--- src/rtl/mips_main_control.sv ---
// Multicycle MIPS main control FSM: sequences fetch, decode and execute of
// LW/SW/R-type/BEQ/ADDI/J and decodes datapath controls from the current state.
module mips_main_control (
    input  logic       clk,
    input  logic       rst_n,
    input  logic [5:0] opcode,
    input  logic       mem_ready,
    output logic       pc_write,
    output logic       ir_write,
    output logic       mem_write,
    output logic       reg_write,
    output logic       iord,
    output logic       reg_dst,
    output logic       mem_to_reg,
    output logic       alu_src_a,
    output logic       branch,
    output logic       illegal_op,
    output logic [1:0] alu_src_b,
    output logic [1:0] alu_ctrl,
    output logic [1:0] pc_src,
    output logic [3:0] state
);

    typedef enum logic [3:0] {
        FETCH  = 4'd0,
        DECODE = 4'd1,
        MEMADR = 4'd2,
        MEMRD  = 4'd3,
        MEMWB  = 4'd4,
        MEMWR  = 4'd5,
        EXEC   = 4'd6,
        ALUWB  = 4'd7,
        BRANCH = 4'd8,
        ADDIEX = 4'd9,
        ADDIWB = 4'd10,
        JUMP   = 4'd11
    } state_t;

    localparam logic [5:0] OP_LW   = 6'b100011;
    localparam logic [5:0] OP_SW   = 6'b101011;
    localparam logic [5:0] OP_R    = 6'b000000;
    localparam logic [5:0] OP_BEQ  = 6'b000100;
    localparam logic [5:0] OP_ADDI = 6'b001000;
    localparam logic [5:0] OP_J    = 6'b000010;

    state_t state_q, state_d;

    always_ff @(posedge clk or negedge rst_n) begin
        if (!rst_n) state_q <= FETCH;
        else        state_q <= state_d;
    end

    assign state = state_q;

    always_comb begin
        state_d    = FETCH;
        pc_write   = 1'b0;
        ir_write   = 1'b0;
        mem_write  = 1'b0;
        reg_write  = 1'b0;
        iord       = 1'b0;
        reg_dst    = 1'b0;
        mem_to_reg = 1'b0;
        alu_src_a  = 1'b0;
        branch     = 1'b0;
        illegal_op = 1'b0;
        alu_src_b  = 2'b00;
        alu_ctrl   = 2'b00;
        pc_src     = 2'b00;
        unique case (state_q)
            FETCH: begin
                alu_src_b = 2'b01;
                // Strobes gated by rst_n so reset never latches IR or PC.
                ir_write  = mem_ready & rst_n;
                pc_write  = mem_ready & rst_n;
                state_d   = mem_ready ? DECODE : FETCH;
            end
            DECODE: begin
                alu_src_b = 2'b11;
                case (opcode)
                    OP_LW, OP_SW: state_d = MEMADR;
                    OP_R:         state_d = EXEC;
                    OP_BEQ:       state_d = BRANCH;
                    OP_ADDI:      state_d = ADDIEX;
                    OP_J:         state_d = JUMP;
                    default: begin
                        state_d    = FETCH;
                        illegal_op = 1'b1;
                    end
                endcase
            end
            MEMADR: begin
                alu_src_a = 1'b1;
                alu_src_b = 2'b10;
                state_d   = (opcode == OP_SW) ? MEMWR : MEMRD;
            end
            MEMRD: begin
                iord    = 1'b1;
                state_d = mem_ready ? MEMWB : MEMRD;
            end
            MEMWB: begin
                mem_to_reg = 1'b1;
                reg_write  = 1'b1;
                state_d    = FETCH;
            end
            MEMWR: begin
                iord      = 1'b1;
                mem_write = 1'b1;
                state_d   = mem_ready ? FETCH : MEMWR;
            end
            EXEC: begin
                alu_src_a = 1'b1;
                alu_ctrl  = 2'b10;
                state_d   = ALUWB;
            end
            ALUWB: begin
                reg_dst   = 1'b1;
                reg_write = 1'b1;
                state_d   = FETCH;
            end
            BRANCH: begin
                alu_src_a = 1'b1;
                alu_ctrl  = 2'b01;
                pc_src    = 2'b01;
                branch    = 1'b1;
                state_d   = FETCH;
            end
            ADDIEX: begin
                alu_src_a = 1'b1;
                alu_src_b = 2'b10;
                state_d   = ADDIWB;
            end
            ADDIWB: begin
                reg_write = 1'b1;
                state_d   = FETCH;
            end
            JUMP: begin
                pc_src   = 2'b10;
                pc_write = 1'b1;
                state_d  = FETCH;
            end
            default: state_d = FETCH;
        endcase
    end

endmodule

--- config.mk ---
export PLATFORM = sky130hd
export DESIGN_NAME = mips_main_control
export DESIGN_NICKNAME = d
export VERILOG_FILES = /design/src/rtl/mips_main_control.sv
export SDC_FILE = /design/constraint.sdc
export NUM_CORES = 1
export LEC_CHECK = 0
export ABC_AREA = 1
export BUFFER_PORTS_ARGS = -buffer_cell sky130_fd_sc_hd__buf_4
export CAP_MARGIN = 20
export CELL_PAD_IN_SITES_DETAIL_PLACEMENT = 1
export CELL_PAD_IN_SITES_GLOBAL_PLACEMENT = 1
export CORE_MARGIN = 2
export CORE_UTILIZATION = 26
export CTS_BUF_LIST = sky130_fd_sc_hd__clkbuf_4 sky130_fd_sc_hd__clkbuf_8 sky130_fd_sc_hd__clkbuf_16
export DETAILED_ROUTE_END_ITERATION = 7
export GPL_TIMING_DRIVEN = 0
export HOLD_SLACK_MARGIN = 0.03
export PLACE_DENSITY_LB_ADDON = 0.3
export SLEW_MARGIN = 20
export SYNTH_ARGS = -nofsm -noshare
export SYNTH_HDL_FRONTEND = slang
export SYNTH_SLANG_ARGS = --single-unit
--- constraint.sdc ---
create_clock -name clk -period 1.1 [get_ports clk]
set_input_delay 0.055 -clock clk [delete_from_list [all_inputs] [get_ports clk]]
set_output_delay 0.055 -clock clk [all_outputs]
set_load 0.01 [all_outputs]
==> results list <==
* Number of failing setup endpoints in the final timing report: 19
* Routed wire length per instance: 16.7 um
- Total number of clock tree sinks: 4
- During I/O placement, the number of pins put on the boundary was 29.
* Clk root buf: sky130_fd_sc_hd__clkbuf_4
- Quantity of I/O buffers inserted on ports: 28
* Count of state elements after synthesis: 4
- Wire length of the first global-routing pass: 2.97 mm
- Capture instance of the worst register-to-register path: state[2]$_DFF_PN0_
- Slowest-stage cell, CP: sky130_fd_sc_hd__dfrtp_2
- Initial cell density of the core: 0.269
- Timing endpoint of the critical path: reg_write
- Sequential cell area fraction in the yosys report: 0.194
* Peak supply drop: 1090 uV
- In the layout the commonest cells are sky130_fd_sc_hd__buf_4, sky130_fd_sc_hd__nand2_1, sky130_fd_sc_hd__buf_6.
* Chip width: 48.6 um
* Power consumption: 2.12 mW
- The routed layout has 832 vias.
- The number of max-slew violations in the final report was 0.
- After clock tree synthesis, the clock-pin slew on the worst setup and hold paths is 0.04 ns.
- The critical path crosses 5 cells after its start point.
- The min-delay analysis places its worst path in the category input port to asynchronous set/reset pin.
- Post-synthesis cell count: 99
- Starting DRT DRC Count: 15
- Fillers: 257
* Max clock buf depth: 2
* Violated checks: negative setup slack
- Average vias per placed instance: 4.78
- Once detailed placement completed, the half-perimeter wirelength came to 1.48 mm.
* Initial antenna violation count: 0
* Relative area change from synthesis to final layout: 121%
- After synthesis, the mean cell area works out to 5.22 um2.
- The worst register-to-register path has a depth of 6.
- At the end of the flow, the number of nets in the layout was 158.
- After layout, the minimum clock period comes to 1.41 ns.
- For this run, the total global-route usage over all layers was measured as 0.161.
* Synth unique cells: 17
* Slew at the pin closest to its max-slew limit: 0.288 ns
* Diodes inserted: 0
- The run finished, with violations left.
- Startpoint type of the worst setup path: register
* Kind of cell with the highest combined delay on the critical path: flip-flops
- Required @ worst endpoint: 1.04 ns
* Static leakage: 0.626 nW
- Delay of the slowest cell on the worst path: 0.47 ns
- First-pass DRT Iterations: 4
- Entering global routing, the biggest net connects 7 pins.
- The multi-input combinational cells in the finished layout cover a total of 499 um2.
- The critical path contains buffers and inverters numbering 2 combined.
- Arrival time at the worst endpoint: 1.36 ns
- The floorplan has 16 rows.
* Core region area: 0.00192 mm2
* Post-route fraction of the period consumed by the critical path: 1.29
- Hold_ws: 0.211 ns
* Floorplan die area: 0.00236 mm2
- The worst register-to-register path begins at state[0]$_DFF_PN0_.
- Along the worst path, the maximum fanout reaches 5.
- The register with the most flip-flops in the layout has 4 of them.
* Category of the most critical setup path: register to primary output
- The congestion estimate from routability-driven global placement came to 0.807.
- Walking the worst path, the cells encountered are nand2_1 -> inv_2 -> nand2_2 -> nand3_2 -> buf_4.
* Most frequent standard cell in the layout excluding fill and tap cells: sky130_fd_sc_hd__buf_4
- Once detail routing completed, the nets flagged for antenna violations numbered 0.
- Count of maximum capacitance violations: 0
* Power density normalized to cell area: 1850 mW/mm2
- Summing every instance area after synthesis gives 517 um2.
- Measured on the finished design, the core utilization comes to 0.595.
* CTS tree: done
* Register-to-register setup slack: -0.26 ns
- Wires add up to 2.91 mm.
- TritonCTS created 3 clock buffers.
- In this run the number of H-tree levels came out at 1.
- The worst setup path is captured at a primary output.
- In this run the vertical extent of the chip is 48.6 um.
- Registers take 105 um2.
- Final Skew: 0.00231 ns
- The later pin in the worst-skew pair is clocked with a latency of 0.23 ns.
* Share of layout cells above drive strength 1: 0.667
* Max-Slew Margin vs Limit: 0.807
- Drc violations: 0
- The number of global-route vias before repair was 736.
- The final-report hold violation count was 0.
- Global-route congestion overflow total: 0
- Static timing analysis puts the maximum clock frequency at 0.707 GHz.
- The Yosys step of the flow raised 0 warnings.
- Unrepaired setup endpoints after global routing: yes
* Post-Synthesis Net Count: 108
- Critical path startpoint: state[0]$_DFF_PN0_
- Across all setup checks in the final design, the least slack found is -0.315 ns.
how the worst min path moves through the flow:
stage,from,cells after the start,slack [ns],to
floorplan,rst_n,0,-0.24,state[0]$_DFF_PN0_
global placement,rst_n,1,-0.15,state[2]$_DFF_PN0_
detailed placement,rst_n,1,-0.14,state[2]$_DFF_PN0_
CTS,rst_n,2,0.19,state[1]$_DFF_PN0_
global route,rst_n,2,0.22,state[2]$_DFF_PN0_
finish,rst_n,2,0.21,state[1]$_DFF_PN0_
final cells by class:
| class | instances | area share |
|---|---|---|
| Clock buffer | 3 | 0.0197 |
| Multi-Input combinational cell | 75 | 0.437 |
| Tap cell | 27 | 0.0295 |
| Inverter | 19 | 0.0646 |
| Buffer | 1 | 0.00985 |
| Timing Repair Buffer | 45 | 0.348 |
| Sequential cell | 4 | 0.0919 |
logic make-up after synthesis:
logic type,share of synthesized area
simple gates,0.552
buf+inv,0.153
compound gates,0.102
flops,0.194
per-stage QoR:
step | setup slack (ns) | std cells | instance area (um2) | setup TNS [ns]
floorplan | -0.0138 | 99 | 519 | -0.0138
CTS | -0.260 | 166 | 898 | -3.25
detailed placement | -0.130 | 154 | 763 | -0.665
global placement | -0.116 | 154 | 763 | -0.590
global route | -0.397 | 174 | 1140 | -5.60
finish | -0.315 | 174 | 1140 | -4.43
synthesized netlist by cell type:
library cell	count	area share
sky130_fd_sc_hd__inv_2	2	0.015
sky130_fd_sc_hd__nand2_1	28	0.20
sky130_fd_sc_hd__inv_1	17	0.12
sky130_fd_sc_hd__nor3_1	1	0.0097
sky130_fd_sc_hd__a21oi_1	1	0.0097
sky130_fd_sc_hd__nand3_1	11	0.11
sky130_fd_sc_hd__o21ai_1	1	0.0097
sky130_fd_sc_hd__a21oi_2	1	0.017
sky130_fd_sc_hd__o22ai_1	1	0.012
sky130_fd_sc_hd__nor2_2	7	0.085
sky130_fd_sc_hd__buf_4	1	0.015
sky130_fd_sc_hd__nand4_1	1	0.012
sky130_fd_sc_hd__o211ai_1	1	0.015
sky130_fd_sc_hd__nor2_1	17	0.12
sky130_fd_sc_hd__dfrtp_1	4	0.19
sky130_fd_sc_hd__o21ai_0	4	0.039
sky130_fd_sc_hd__nand2_2	1	0.012
layer usage:
metal | up-vias | GRT usage | wire length (um)
met3 | 10 | 0.0185 | 64
met4 | 0 | 0.0571 | 102
li1 | 405 | - | -
met2 | 23 | 0.329 | 1650
met1 | 394 | 0.166 | 1090
met5 | - | 0 | 0
report_power, final:
group / internal (mW) / switching (mW) / leakage (nW)
clock: 0.121 / 0.0513 / 0.0138
sequential: 0.198 / 0.125 / 0.0477
combinational: 0.752 / 0.868 / 0.564
repair_timing:
item,4_1_cts,5_1_grt
setup endpoints to repair,20,19
pin swaps,6,20
hold buffers,1,0
buffers inserted,8,8
hold endpoints to repair,4,0
resized for setup,16,50
Note: power is estimated with default switching activity, not from simulation.
